[src/rtl/mc_ctrl_fsm.sv]
// mc_ctrl_fsm: multi-cycle control sequencer for the MIPS datapath.
// Steps each instruction through IF/ID/EX/MEM/WB and drives the datapath
// control encodings one state at a time. Data memory is accessed with a
// req/rdy handshake that halts with err if dm_rdy takes longer than
// MEM_TIMEOUT cycles (0 disables the timeout).
// Optional feature: define MC_ILLEGAL_TRAP_EN to halt with err on an
// undefined opcode/funct; otherwise such instructions retire as a NOP.
module mc_ctrl_fsm #(
  parameter int MEM_TIMEOUT = 255,
  parameter int CNT_W       = 8
) (
  input  logic       clk,
  input  logic       rst,
  input  logic [5:0] op,
  input  logic [5:0] funct,
  input  logic [4:0] bgez_bltz,
  input  logic       dm_rdy,
  output logic       PCWr,
  output logic       IRWr,
  output logic       RFWr,
  output logic [1:0] RegDst,
  output logic [1:0] ToReg,
  output logic [1:0] ALUSrc,
  output logic       ALUSrc0,
  output logic       EXTOp,
  output logic [4:0] ALUOp,
  output logic [3:0] NPCOp,
  output logic [2:0] DMRe,
  output logic [1:0] DMWr,
  output logic       dm_req,
  output logic       instr_done,
  output logic       halted,
  output logic       err
);

  // Datapath control encodings
  localparam logic [1:0] RD_RT = 2'd0, RD_RD = 2'd1, RD_RA = 2'd2;
  localparam logic [1:0] ALU2REG = 2'd0, DM2REG = 2'd1, NPC2REG = 2'd2;
  localparam logic [1:0] ALUSRC_REG = 2'd0, ALUSRC_IMM = 2'd1,
                         ALUSRC_SHA = 2'd2, ALUSRC_ZERO = 2'd3;
  localparam logic [4:0] ALU_NOP = 5'd0, ALU_ADDU = 5'd1, ALU_ADD = 5'd2,
                         ALU_SUBU = 5'd3, ALU_SUB = 5'd4, ALU_AND = 5'd5,
                         ALU_OR = 5'd6, ALU_NOR = 5'd7, ALU_XOR = 5'd8,
                         ALU_SLT = 5'd9, ALU_SLTU = 5'd10, ALU_SLL = 5'd11,
                         ALU_SRL = 5'd12, ALU_SRA = 5'd13, ALU_LUI = 5'd14,
                         ALU_SLLV = 5'd15, ALU_SRLV = 5'd16, ALU_SRAV = 5'd17;
  localparam logic [3:0] NPC_PLUS4 = 4'd0, NPC_BRANCH_BEQ = 4'd1,
                         NPC_BRANCH_BNE = 4'd2, NPC_BRANCH_BGTZ = 4'd3,
                         NPC_BRANCH_BLEZ = 4'd4, NPC_BRANCH_BLTZ = 4'd5,
                         NPC_BRANCH_BGEZ = 4'd6, NPC_JUMP = 4'd7,
                         NPC_JUMPR = 4'd8, NPC_NOP = 4'd15;
  localparam logic [2:0] DMRE_NOP = 3'd0, DMRE_LB = 3'd1, DMRE_LBU = 3'd2,
                         DMRE_LH = 3'd3, DMRE_LHU = 3'd4, DMRE_LW = 3'd5;
  localparam logic [1:0] DMWR_NOP = 2'd0, DMWR_SB = 2'd1, DMWR_SH = 2'd2,
                         DMWR_SW = 2'd3;

  // Opcodes and R-type function codes
  localparam logic [5:0] OP_RTYPE = 6'h00, OP_REGIMM = 6'h01, OP_J = 6'h02,
                         OP_JAL = 6'h03, OP_BEQ = 6'h04, OP_BNE = 6'h05,
                         OP_BLEZ = 6'h06, OP_BGTZ = 6'h07, OP_ADDI = 6'h08,
                         OP_ADDIU = 6'h09, OP_SLTI = 6'h0A, OP_SLTIU = 6'h0B,
                         OP_ANDI = 6'h0C, OP_ORI = 6'h0D, OP_XORI = 6'h0E,
                         OP_LUI = 6'h0F, OP_LB = 6'h20, OP_LH = 6'h21,
                         OP_LW = 6'h23, OP_LBU = 6'h24, OP_LHU = 6'h25,
                         OP_SB = 6'h28, OP_SH = 6'h29, OP_SW = 6'h2B;
  localparam logic [5:0] FN_SLL = 6'h00, FN_SRL = 6'h02, FN_SRA = 6'h03,
                         FN_SLLV = 6'h04, FN_SRLV = 6'h06, FN_SRAV = 6'h07,
                         FN_JR = 6'h08, FN_JALR = 6'h09, FN_ADD = 6'h20,
                         FN_ADDU = 6'h21, FN_SUB = 6'h22, FN_SUBU = 6'h23,
                         FN_AND = 6'h24, FN_OR = 6'h25, FN_XOR = 6'h26,
                         FN_NOR = 6'h27, FN_SLT = 6'h2A, FN_SLTU = 6'h2B;

  typedef enum logic [2:0] {
    S_IF   = 3'd0,
    S_ID   = 3'd1,
    S_EX   = 3'd2,
    S_MEM  = 3'd3,
    S_WB   = 3'd4,
    S_HALT = 3'd7
  } state_t;

  typedef enum logic [3:0] {
    C_ILLEGAL, C_RALU, C_IALU, C_BRANCH, C_LOAD, C_STORE,
    C_J, C_JAL, C_JR, C_JALR
  } cls_t;

  state_t           state, state_next;
  logic [CNT_W-1:0] cnt, cnt_next;
  logic             err_q, err_next;

  cls_t       cls;
  logic [4:0] d_aluop;
  logic [1:0] d_alusrc;
  logic       d_alusrc0;
  logic       d_extop;
  logic [3:0] d_npc_br;
  logic [2:0] d_dmre;
  logic [1:0] d_dmwr;

  // Instruction decode: classify the instruction and pick its ALU/DM controls
  always_comb begin
    cls       = C_ILLEGAL;
    d_aluop   = ALU_NOP;
    d_alusrc  = ALUSRC_REG;
    d_alusrc0 = 1'b0;
    d_extop   = 1'b0;
    d_npc_br  = NPC_PLUS4;
    d_dmre    = DMRE_NOP;
    d_dmwr    = DMWR_NOP;
    case (op)
      OP_RTYPE: begin
        cls = C_RALU;
        case (funct)
          FN_SLL:  begin d_aluop = ALU_SLL; d_alusrc = ALUSRC_SHA; d_alusrc0 = 1'b1; end
          FN_SRL:  begin d_aluop = ALU_SRL; d_alusrc = ALUSRC_SHA; d_alusrc0 = 1'b1; end
          FN_SRA:  begin d_aluop = ALU_SRA; d_alusrc = ALUSRC_SHA; d_alusrc0 = 1'b1; end
          FN_SLLV: d_aluop = ALU_SLLV;
          FN_SRLV: d_aluop = ALU_SRLV;
          FN_SRAV: d_aluop = ALU_SRAV;
          FN_ADD:  d_aluop = ALU_ADD;
          FN_ADDU: d_aluop = ALU_ADDU;
          FN_SUB:  d_aluop = ALU_SUB;
          FN_SUBU: d_aluop = ALU_SUBU;
          FN_AND:  d_aluop = ALU_AND;
          FN_OR:   d_aluop = ALU_OR;
          FN_XOR:  d_aluop = ALU_XOR;
          FN_NOR:  d_aluop = ALU_NOR;
          FN_SLT:  d_aluop = ALU_SLT;
          FN_SLTU: d_aluop = ALU_SLTU;
          FN_JR:   cls = C_JR;
          FN_JALR: cls = C_JALR;
          default: cls = C_ILLEGAL;
        endcase
      end
      OP_REGIMM: begin
        cls      = C_BRANCH;
        d_aluop  = ALU_SUB;
        d_alusrc = ALUSRC_ZERO;
        d_npc_br = (bgez_bltz == 5'd0) ? NPC_BRANCH_BLTZ : NPC_BRANCH_BGEZ;
      end
      OP_BEQ:  begin cls = C_BRANCH; d_aluop = ALU_SUB; d_npc_br = NPC_BRANCH_BEQ; end
      OP_BNE:  begin cls = C_BRANCH; d_aluop = ALU_SUB; d_npc_br = NPC_BRANCH_BNE; end
      OP_BLEZ: begin cls = C_BRANCH; d_aluop = ALU_SUB; d_alusrc = ALUSRC_ZERO; d_npc_br = NPC_BRANCH_BLEZ; end
      OP_BGTZ: begin cls = C_BRANCH; d_aluop = ALU_SUB; d_alusrc = ALUSRC_ZERO; d_npc_br = NPC_BRANCH_BGTZ; end
      OP_ADDI:  begin cls = C_IALU; d_aluop = ALU_ADD;  d_alusrc = ALUSRC_IMM; d_extop = 1'b1; end
      OP_ADDIU: begin cls = C_IALU; d_aluop = ALU_ADDU; d_alusrc = ALUSRC_IMM; d_extop = 1'b1; end
      OP_SLTI:  begin cls = C_IALU; d_aluop = ALU_SLT;  d_alusrc = ALUSRC_IMM; d_extop = 1'b1; end
      OP_SLTIU: begin cls = C_IALU; d_aluop = ALU_SLTU; d_alusrc = ALUSRC_IMM; d_extop = 1'b1; end
      OP_ANDI:  begin cls = C_IALU; d_aluop = ALU_AND;  d_alusrc = ALUSRC_IMM; end
      OP_ORI:   begin cls = C_IALU; d_aluop = ALU_OR;   d_alusrc = ALUSRC_IMM; end
      OP_XORI:  begin cls = C_IALU; d_aluop = ALU_XOR;  d_alusrc = ALUSRC_IMM; end
      OP_LUI:   begin cls = C_IALU; d_aluop = ALU_LUI;  d_alusrc = ALUSRC_IMM; end
      OP_LB:  begin cls = C_LOAD;  d_aluop = ALU_ADD; d_alusrc = ALUSRC_IMM; d_extop = 1'b1; d_dmre = DMRE_LB;  end
      OP_LH:  begin cls = C_LOAD;  d_aluop = ALU_ADD; d_alusrc = ALUSRC_IMM; d_extop = 1'b1; d_dmre = DMRE_LH;  end
      OP_LW:  begin cls = C_LOAD;  d_aluop = ALU_ADD; d_alusrc = ALUSRC_IMM; d_extop = 1'b1; d_dmre = DMRE_LW;  end
      OP_LBU: begin cls = C_LOAD;  d_aluop = ALU_ADD; d_alusrc = ALUSRC_IMM; d_extop = 1'b1; d_dmre = DMRE_LBU; end
      OP_LHU: begin cls = C_LOAD;  d_aluop = ALU_ADD; d_alusrc = ALUSRC_IMM; d_extop = 1'b1; d_dmre = DMRE_LHU; end
      OP_SB:  begin cls = C_STORE; d_aluop = ALU_ADD; d_alusrc = ALUSRC_IMM; d_extop = 1'b1; d_dmwr = DMWR_SB; end
      OP_SH:  begin cls = C_STORE; d_aluop = ALU_ADD; d_alusrc = ALUSRC_IMM; d_extop = 1'b1; d_dmwr = DMWR_SH; end
      OP_SW:  begin cls = C_STORE; d_aluop = ALU_ADD; d_alusrc = ALUSRC_IMM; d_extop = 1'b1; d_dmwr = DMWR_SW; end
      OP_J:   cls = C_J;
      OP_JAL: cls = C_JAL;
      default: cls = C_ILLEGAL;
    endcase
  end

  // State, MEM wait counter and sticky error register
  always_ff @(posedge clk) begin
    if (rst) begin
      state <= S_IF;
      cnt   <= '0;
      err_q <= 1'b0;
    end else begin
      state <= state_next;
      cnt   <= cnt_next;
      err_q <= err_next;
    end
  end

  // Next-state and per-state control outputs; reset forces every output low
  always_comb begin
    state_next = state;
    cnt_next   = '0;
    err_next   = err_q;
    PCWr       = 1'b0;
    IRWr       = 1'b0;
    RFWr       = 1'b0;
    RegDst     = RD_RT;
    ToReg      = ALU2REG;
    ALUSrc     = ALUSRC_REG;
    ALUSrc0    = 1'b0;
    EXTOp      = 1'b0;
    ALUOp      = ALU_NOP;
    NPCOp      = NPC_PLUS4;
    DMRe       = DMRE_NOP;
    DMWr       = DMWR_NOP;
    dm_req     = 1'b0;
    instr_done = 1'b0;
    halted     = 1'b0;
    err        = err_q;
    case (state)
      S_IF: begin
        IRWr       = 1'b1;
        state_next = S_ID;
      end
      S_ID: begin
        case (cls)
          C_J: begin
            PCWr = 1'b1; NPCOp = NPC_JUMP; instr_done = 1'b1; state_next = S_IF;
          end
          C_JAL: begin
            PCWr = 1'b1; NPCOp = NPC_JUMP; RFWr = 1'b1; RegDst = RD_RA; ToReg = NPC2REG;
            instr_done = 1'b1; state_next = S_IF;
          end
          C_JR: begin
            PCWr = 1'b1; NPCOp = NPC_JUMPR; instr_done = 1'b1; state_next = S_IF;
          end
          C_JALR: begin
            PCWr = 1'b1; NPCOp = NPC_JUMPR; RFWr = 1'b1; RegDst = RD_RA; ToReg = NPC2REG;
            instr_done = 1'b1; state_next = S_IF;
          end
          C_ILLEGAL: begin
`ifdef MC_ILLEGAL_TRAP_EN
            state_next = S_HALT;
            err_next   = 1'b1;
`else
            PCWr = 1'b1; NPCOp = NPC_PLUS4; instr_done = 1'b1; state_next = S_IF;
`endif
          end
          default: state_next = S_EX;
        endcase
      end
      S_EX: begin
        ALUOp   = d_aluop;
        ALUSrc  = d_alusrc;
        ALUSrc0 = d_alusrc0;
        EXTOp   = d_extop;
        case (cls)
          C_BRANCH: begin
            PCWr = 1'b1; NPCOp = d_npc_br; instr_done = 1'b1; state_next = S_IF;
          end
          C_LOAD, C_STORE: state_next = S_MEM;
          default:         state_next = S_WB;
        endcase
      end
      S_MEM: begin
        dm_req  = 1'b1;
        ALUOp   = d_aluop;
        ALUSrc  = d_alusrc;
        ALUSrc0 = d_alusrc0;
        EXTOp   = d_extop;
        DMRe    = d_dmre;
        DMWr    = d_dmwr;
        if (dm_rdy) begin
          if (cls == C_STORE) begin
            PCWr = 1'b1; NPCOp = NPC_PLUS4; instr_done = 1'b1; state_next = S_IF;
          end else begin
            state_next = S_WB;
          end
        end else if ((MEM_TIMEOUT != 0) && (cnt == CNT_W'(MEM_TIMEOUT))) begin
          state_next = S_HALT;
          err_next   = 1'b1;
        end else begin
          cnt_next = (MEM_TIMEOUT != 0) ? cnt + CNT_W'(1) : cnt;
        end
      end
      S_WB: begin
        RFWr       = 1'b1;
        PCWr       = 1'b1;
        NPCOp      = NPC_PLUS4;
        instr_done = 1'b1;
        if (cls == C_LOAD) begin
          ToReg = DM2REG; RegDst = RD_RT;
        end else if (cls == C_RALU) begin
          ToReg = ALU2REG; RegDst = RD_RD;
        end else begin
          ToReg = ALU2REG; RegDst = RD_RT;
        end
        state_next = S_IF;
      end
      S_HALT: begin
        halted = 1'b1;
        NPCOp  = NPC_NOP;
      end
      default: state_next = S_IF;
    endcase
    if (rst) begin
      PCWr       = 1'b0;
      IRWr       = 1'b0;
      RFWr       = 1'b0;
      RegDst     = RD_RT;
      ToReg      = ALU2REG;
      ALUSrc     = ALUSRC_REG;
      ALUSrc0    = 1'b0;
      EXTOp      = 1'b0;
      ALUOp      = ALU_NOP;
      NPCOp      = NPC_PLUS4;
      DMRe       = DMRE_NOP;
      DMWr       = DMWR_NOP;
      dm_req     = 1'b0;
      instr_done = 1'b0;
      halted     = 1'b0;
      err        = 1'b0;
    end
  end

endmodule
[config.mk]
export PLATFORM = sky130hd
export DESIGN_NAME = mc_ctrl_fsm
export DESIGN_NICKNAME = d
export VERILOG_FILES = /design/src/rtl/mc_ctrl_fsm.sv
export SDC_FILE = /design/constraint.sdc
export NUM_CORES = 1
export LEC_CHECK = 0
export BUFFER_PORTS_ARGS = -buffer_cell sky130_fd_sc_hd__buf_2
export CAP_MARGIN = 20
export CORE_AREA = 2 2 70 52
export CTS_CLUSTER_SIZE = 10
export DETAILED_ROUTE_END_ITERATION = 10
export DIE_AREA = 0 0 72 54
export PLACE_DENSITY = 0.83
export SYNTH_ARGS = -nofsm -noshare
export SYNTH_HDL_FRONTEND = slang
export SYNTH_SLANG_ARGS = --single-unit
[constraint.sdc]
create_clock -name clk -period 2.2 [get_ports clk]
set_input_delay 0.11 -clock clk [delete_from_list [all_inputs] [get_ports clk]]
set_output_delay 0.11 -clock clk [all_outputs]
set_load 0.1 [all_outputs]
==> results of run 1 <==
==> sequential cells by signal, summed over array words and instances (netlist names) <==
signal	flops
err_q	1
state	3
cnt	8
==> final cells by class <==
| cell class | instances | area share [%] |
|---|---|---|
| multi-input cells | 199 | 57.97 |
| well taps | 40 | 2.133 |
| flip-flops and latches | 12 | 10.24 |
| clock buffers | 4 | 2.347 |
| inverters | 6 | 0.9600 |
| repair buffers | 58 | 26.35 |
==> timing repair <==
item / 4_1_cts / 5_1_grt
endpoints found under the setup margin: 0 / 2
hold buffers: 0 / 0
gates resized for setup: 0 / 1
==> cell families after synthesis <==
family	after synthesis
buffers and inverters	26
flip-flops	12
AO/OA/AOI/OAI	70
multiplexers	1
AND/OR/NAND/NOR	120
XOR/XNOR	7
adder cells (fa/ha/maj)	1
==> power by group through the flow <==
| stage | Clock, mW | Sequential [mW] | Combinational, mW |
|---|---|---|---|
| 6_report | 0.237 | 0.227 | 0.275 |
| 5_1_grt | 0.259 | 0.227 | 0.297 |
| 4_1_cts | 0.244 | 0.226 | 0.272 |
| 3_5_place_dp | 0 | 0.231 | 0.271 |
| 3_3_place_gp | 0 | 0.231 | 0.265 |
| 2_1_floorplan | 0 | 0.228 | 0.203 |
==> critical path, delay by kind of cell (launching register included) <==
kind | cells | cell delay, ns
AND/OR/NAND/NOR | 2 | 0.59
AO/OA/AOI/OAI | 2 | 0.56
flip-flops | 1 | 0.39
buffers and inverters | 1 | 0.21
==> metal layers <==
layer,vias up,track usage [%],share of wire [%]
met1,883,34.66,46
met2,98,38.27,45
met5,-,0,0
li1,930,-,-
met3,0,4.494,8.8
met4,0,1.258,0
==> per-stage QoR <==
step / instances / worst slack (ns) / TNS [ns] / utilization, %
after floorplan: 237 / -0.6067 / -2.582 / -
after global placement: 315 / 0.3204 / 0 / 69.12
after detailed placement: 315 / 0.2844 / 0 / 69.12
after CTS: 319 / 0.07590 / 0 / 70.79
after global routing: 319 / -0.0001967 / -0.0001967 / 70.86
final: 319 / 0.1062 / 0 / 70.86
==> layout by cell type (no fill, tap or decap), drive strengths merged, types with 2 or more instances in the layout <==
cell type / netlist / routed
xnor2: 5 / 5
o31ai: 2 / 2
or2: 2 / 2
a21o: 2 / 2
and3: 7 / 7
or3: 5 / 5
a21oi: 23 / 23
o21a: 3 / 3
a2bb2oi: 2 / 2
dfxtp: 12 / 12
nand2: 21 / 21
nor2b: 12 / 12
o22ai: 2 / 2
inv: 6 / 6
and3b: 2 / 2
nor4: 8 / 8
xor2: 2 / 2
nor4b: 2 / 2
and2: 2 / 2
buf: 11 / 57
a31oi: 3 / 3
nor3: 7 / 7
nand2b: 9 / 9
nor2: 31 / 31
a21boi: 2 / 2
o211ai: 3 / 3
a31o: 3 / 3
o21ai: 18 / 18
clkbuf: 9 / 5
nand3: 7 / 7
==> worst max-delay path by stage <==
stage / end / depth (start not counted) / slack [ns] / from
final: ALUOp[0] / 5 / 0.11 / state[2]$_SDFFE_PP0P_
after global routing: ALUOp[3] / 5 / -0.0002 / state[2]$_SDFFE_PP0P_
after CTS: ToReg[0] / 4 / 0.08 / state[2]$_SDFFE_PP0P_
after detailed placement: instr_done / 8 / 0.28 / op[2]
after global placement: PCWr / 8 / 0.32 / op[2]
after floorplan: ALUOp[0] / 5 / -0.61 / state[2]$_SDFFE_PP0P_
==> summary.md, run 1 <==
| Metric | Value |
|---|---|
| Status | completed |
| Remaining DRCs | 0 |
| CTS max path bufs | 2 |
| PortBufs | 48 |
| Largest family of logic cells by synthesized area | simple AND/OR/NAND/NOR gates |
| Multi-input logic area | 1360 um2 |
| HP Start | rst |
| Clock sink count | 12 |
| Reg2reg path depth | 6 |
| RSZ-0062 raised after global routing | yes |
| Storage element area | 240.2 um2 |
| Die height | 54 um |
| Top cells by area, synth | dfxtp_1 (16%), nor2_1 (7.6%), a21oi_1 (7.5%), o21ai_0 (5.2%), nand2_1 (5.1%) |
| Seq cells post-synth | 12 |
| CP Capture Type | primary output |
| Adder-Cell Fraction of Synth Area | less than 1% |
| Nets | around 300 |
| CP peak stage delay | between 0.3 and 0.4 ns |
| Leakage power | 0.9065 nW |
| Final setup vio count | 0 |
| Min Clock Period, post-route | 2.094 ns |
| Async set-or-reset flop fraction in the synthesized netlist | 0% |
| Post-route cell area | 2346 um2 |
| Primary FF master, synth | dfxtp_1 |
| Cell variety after synth | 56 |
| Critical Path Slowest Stage Cell | dfxtp_1 |
| Comb pwr share | 37.2% |
| Worst Tran Pin Value | between 0.5 and 0.6 ns |
| Routability cong. | 0.9361 |
| Slew headroom | 65.29% |
| Net Sw Frac | 36.36% |
| Fmax | 0.4776 GHz |
| Part of the power in the clock network | between 30% and 40% |
| Seq/Total Area, Yosys | 15.61% |
| Worst skew pair latency | 0.24 ns |
| Most instantiated cells after synthesis | nor2_1 (31), a21oi_1 (23), nand2_1 (21), o21ai_0 (16) |
| Initial antenna violation count | 0 |
| Overall power | 0.7393 mW |
| Drt pass-1 iters | 4 |
| Mux cell area share after synthesis | 0.6504% |
| Largest net degree at the start of global routing | 18 |
| Worst EP required | roughly 2.1 ns |
| Post-Synth Simple-Gate Area | 42.36% |
| GRT Total Usage | 23.80% |
| Most area-hungry cell type in the Yosys netlist | dfxtp_1 |
| GRT Residual Overflow | 0 |
| R2r setup slk | 0.36 ns |
| Die Wd | 72 um |
| Worst-path cell chain | nand2b_1 > or3_1 > a221o_1 > a21oi_1 > buf_12 |
| Post-synthesis compound-gate area fraction | between 20% and 30% |
| WL final | between 4000 and 5000 um |
| RR Endpoint | cnt[2]$_SDFF_PP0_ |
| Global-route wire length before repair | ~7400 um |
| Max Slew Vio Count | 0 |
| Count leader, synth | nor2_1 |
| Share of layout cells above drive strength 1 | 31.54% |
| Top cell type's share of synthesized area | 15.61% |
| Post-Synth XOR/XNOR Area | 3.984% |
| Origin of the critical flop-to-flop path | cnt[0]$_SDFF_PP0_ |
| Syn nets | 258 |
| Min Hold Slack | 0.2471 ns |
| Root Buffer | clkbuf_8 |
| Worst-path maximum fanout | 10 |
| Max-cap violation count | 0 |
| Int Pwr | 0.4705 mW |
| Worst setup SP type | register |
| DP HPWL | 3611 um |
| Routed len/inst | 14.13 um |
| Total number of vias | 1911 |
| Tcrit/Tclk final | ~95% |
| Hold Path End | state[0]$_SDFFE_PP0P_ |
| H-tree Lvls | 1 |
| Mean Syn Cell Area | 6.494 um2 |
| P_sw | 0.2688 mW |
| Clk_skew | 0.001980 ns |
| N_diodes | 0 |
| Final hold violations | 0 |
| Pwr dens | 315.1 nW/um2 |
| Postcts setup bufs | 0 |
| Remaining antenna violation count after routing | 0 |
| Fill count | roughly 250 |
| Worst VDD drop | 0.2672 mV |
| Number of synthesized flops with an enable pin | 0 |
| Initial DRC count | 96 |
| Top-level port count | 49 |
| Worst-path clk slew | 0.05 ns |
| Initial Utilization | 46.49% |
| Ys Warns | 0 |
| Area grow syn2layout | 52.44% |
| CP Class | register to primary output |
| TritonCTS clock tree | done |
| Worst path arrival time | 1.98 ns |
| Hold depth | 2 |
| Vias/cell | 5.991 |
| Die area | 3888 um2 |
| DP Area | 2288 um2 |
| Sequential Power Share | 30.7% |
| Core Region | 3311 um2 |
| Vias in the first global route | ~1600 |
| Mapped Cells | about 240 |
| Synthesized area | 1539 um2 |
| Worst Hold Class | primary input to register |
| Placement row count | 18 |
| TritonCTS Buffers | 3 |
Power figures use the tool's default switching activity.
==> run 2: changes to the inputs <==
- CORE_AREA: 2 2 70 52 -> 2 2 69 51
- DIE_AREA: 0 0 72 54 -> 0 0 71 53
- PLACE_DENSITY: 0.83 -> 0.86
==> summary.md, run 2 (synthesis results as in run 1) <==
| Metric | Value |
|---|---|
| Worst VDD drop | 0.2262 mV (was 0.2672 mV) |
| Share of layout cells above drive strength 1 | 31.39% (was 31.54%) |
| Worst Hold Class | primary input to register (unchanged) |
| DP Worst Slack | 0.2143 ns (was 0.2844 ns) |
| Fill count | 228 (was 253) |
| Global-route wire length before repair | 7824 um (was 7438 um) |
| Core Region | 3084 um2 (was 3311 um2) |
| Clock sink count | 12 (unchanged) |
| Comb pwr share | 39.1% (was 37.2%) |
| Sequential Power Share | 32.9% (was 30.7%) |
| Worst path arrival time | 2.05 ns (was 1.98 ns) |
| Area grow syn2layout | 47.97% (was 52.44%) |
| Worst-path cell chain | nand2b_1 > or3_1 > a221o_1 > a21oi_1 > buf_12 (unchanged) |
| Min Hold Slack | 0.2514 ns (was 0.2471 ns) |
| Vias/cell | 6.054 (was 5.991) |
| Drt pass-1 iters | 4 (unchanged) |
| Worst Tran Pin Value | 0.5180 ns (was 0.5206 ns) |
| Max-cap violation count | 0 (unchanged) |
| Total number of vias | 1889 (was 1911) |
| Remaining antenna violation count after routing | 0 (unchanged) |
| Root Buffer | clkbuf_8 (unchanged) |
| Nets | 297 (was 301) |
| Worst skew pair latency | 0.24 ns (about the same) |
| CP peak stage delay | 0.41 ns (was 0.39 ns) |
| TritonCTS clock tree | done (unchanged) |
| Die area | 3763 um2 (was 3888 um2) |
| Post-route cell area | 2277 um2 (was 2346 um2) |
| Part of the power in the clock network | 28.0% (was 32.1%) |
| Initial Utilization | 49.90% (was 46.49%) |
| DP HPWL | 3639 um (was 3611 um) |
| Postcts setup bufs | 0 (unchanged) |
| Slew headroom | 65.28% (was 65.29%) |
| Pwr dens | 303.7 nW/um2 (was 315.1 nW/um2) |
| WP buf/inv | 1 (unchanged) |
| Critical path's top delay family | simple AND/OR/NAND/NOR gates (unchanged) |
| Initial DRC count | 163 (was 96) |
| Worst-path maximum fanout | 10 (unchanged) |
| CP Class | register to primary output (unchanged) |
| Leakage power | 0.8732 nW (was 0.9065 nW) |
| Final Util | 73.83% (was 70.86%) |
| Top-level port count | 49 (unchanged) |
| GRT Residual Overflow | 0 (unchanged) |
| CTS Hold Bufs | 0 (unchanged) |
| DP Area | 2226 um2 (was 2288 um2) |
| Tcrit/Tclk final | 98.10% (was 95.17%) |
| Commonest non-fill, non-tap cells in the layout | nor2_1 (30), buf_2 (29), nand2_1 (21), buf_12 (18), a21oi_1 (17) (was nor2_1 (30), buf_2 (27), nand2_1 (21), buf_12 (20), a21oi_1 (18)) |
| Routed len/inst | 15.07 um (was 14.13 um) |
| Largest register FFs | 8 (unchanged) |
| Multi-input logic area | 1366 um2 (was 1360 um2) |
| Initial antenna violation count | 0 (unchanged) |
| Critical Path Slowest Stage Cell | dfxtp_1 (unchanged) |
| GRT Total Usage | 25.63% (was 23.80%) |
| Largest net degree at the start of global routing | 20 (was 18) |
| Clk_skew | 0.0004890 ns (was 0.001980 ns) |
| Net Sw Frac | 38.00% (was 36.36%) |
| Vias in the first global route | 1673 (was 1618) |
| Final setup margin | 0.04185 ns (was 0.1062 ns) |
| Final hold violations | 0 (unchanged) |
| Placement row count | 17 (was 18) |
| RSZ-0062 raised after global routing | yes (unchanged) |
| Biggest register | cnt (unchanged) |
| Storage element area | 241.5 um2 (was 240.2 um2) |
| Fmax | 0.4634 GHz (was 0.4776 GHz) |
| Die Wd | 71 um (was 72 um) |
| Top Registers | cnt: 8 flops, state: 3 flops, err_q: 1 flops (unchanged) |
| Worst-path clk slew | 0.05 ns (about the same) |
| Commonest non-fill, non-tap cell in the layout | nor2_1 (unchanged) |
| Remaining DRCs | 0 (unchanged) |
| PortBufs | 48 (unchanged) |
| CP Capture Type | primary output (unchanged) |
| Die height | 53 um (was 54 um) |
| Worst EP required | 2.09 ns (about the same) |
| CTS max path bufs | 2 (unchanged) |
| N_diodes | 0 (unchanged) |
| Min Clock Period, post-route | 2.158 ns (was 2.094 ns) |
| Final setup vio count | 0 (unchanged) |
| Status | completed (unchanged) |
| Routability cong. | 0.9550 (was 0.9361) |
| H-tree Lvls | 1 (unchanged) |
| Int Pwr | 0.4288 mW (was 0.4705 mW) |
| TritonCTS Buffers | 3 (unchanged) |
| Max Slew Vio Count | 0 (unchanged) |
| P_sw | 0.2627 mW (was 0.2688 mW) |
| WL final | 4701 um (was 4507 um) |
| Worst setup SP type | register (unchanged) |
-- run 2: power groups by stage --
stage	Clock (mW)	Combinational [mW]	Sequential, mW
final	0.194	0.271	0.227
after global routing	0.207	0.292	0.227
after CTS	0.197	0.268	0.227
after detailed placement	0	0.266	0.231
after global placement	0	0.260	0.231
after floorplan	0	0.203	0.228
-- run 2: path summary, 6_finish.rpt --
| path | startpoint | to | slack (ns) | depth (start not counted) |
|---|---|---|---|---|
| worst min-delay path | rst | state[0]$_SDFFE_PP0P_ | 0.25 | 2 |
| worst max register to register | cnt[0]$_SDFF_PP0_ | cnt[2]$_SDFF_PP0_ | 0.34 | 6 |
| worst max-delay path | state[2]$_SDFFE_PP0P_ | ALUOp[3] | 0.04 | 5 |
| worst min register to register | cnt[0]$_SDFF_PP0_ | cnt[0]$_SDFF_PP0_ | 0.47 | 1 |
-- run 2: layout make-up --
cell class / instances / share of cell area (%)
Clock buffer: 3 / 1.813
Inverter: 6 / 0.9890
Multi-Input combinational cell: 199 / 60.00
Sequential cell: 12 / 10.60
Tap cell: 38 / 2.088
Timing Repair Buffer: 54 / 24.51
-- run 2: worst register-to-register path: cells and delay by family, from the launching register on --
| kind | cells | cell delay, ns |
|---|---|---|
| DFF | 1 | 0.33 |
| adders and majority gates | 1 | 0.23 |
| and+or+nand+nor | 5 | 1.23 |
-- run 2: routing by layer --
| metal | global-route usage, % | share of wire (%) | up-vias |
|---|---|---|---|
| met5 | 0 | 0 | - |
| met2 | 42.52 | 46 | 97 |
| met4 | 4.717 | 1.3 | 0 |
| met3 | 4.762 | 7.3 | 8 |
| met1 | 35.15 | 45 | 869 |
| li1 | - | - | 915 |
-- run 2: what timing repair did --
item,4_1_cts,5_1_grt
endpoints found under the setup margin,1,5
resized for setup,1,3
endpoints found under the hold margin,0,0
-- run 2: through the flow --
step	power, mW	TNS (ns)	instances
2_1_floorplan	0.4313	-2.582	237
3_3_place_gp	0.4906	0	309
3_5_place_dp	0.4970	0	309
4_1_cts	0.6917	0	312
5_1_grt	0.7264	-0.08582	312
6_report	0.6915	0	312
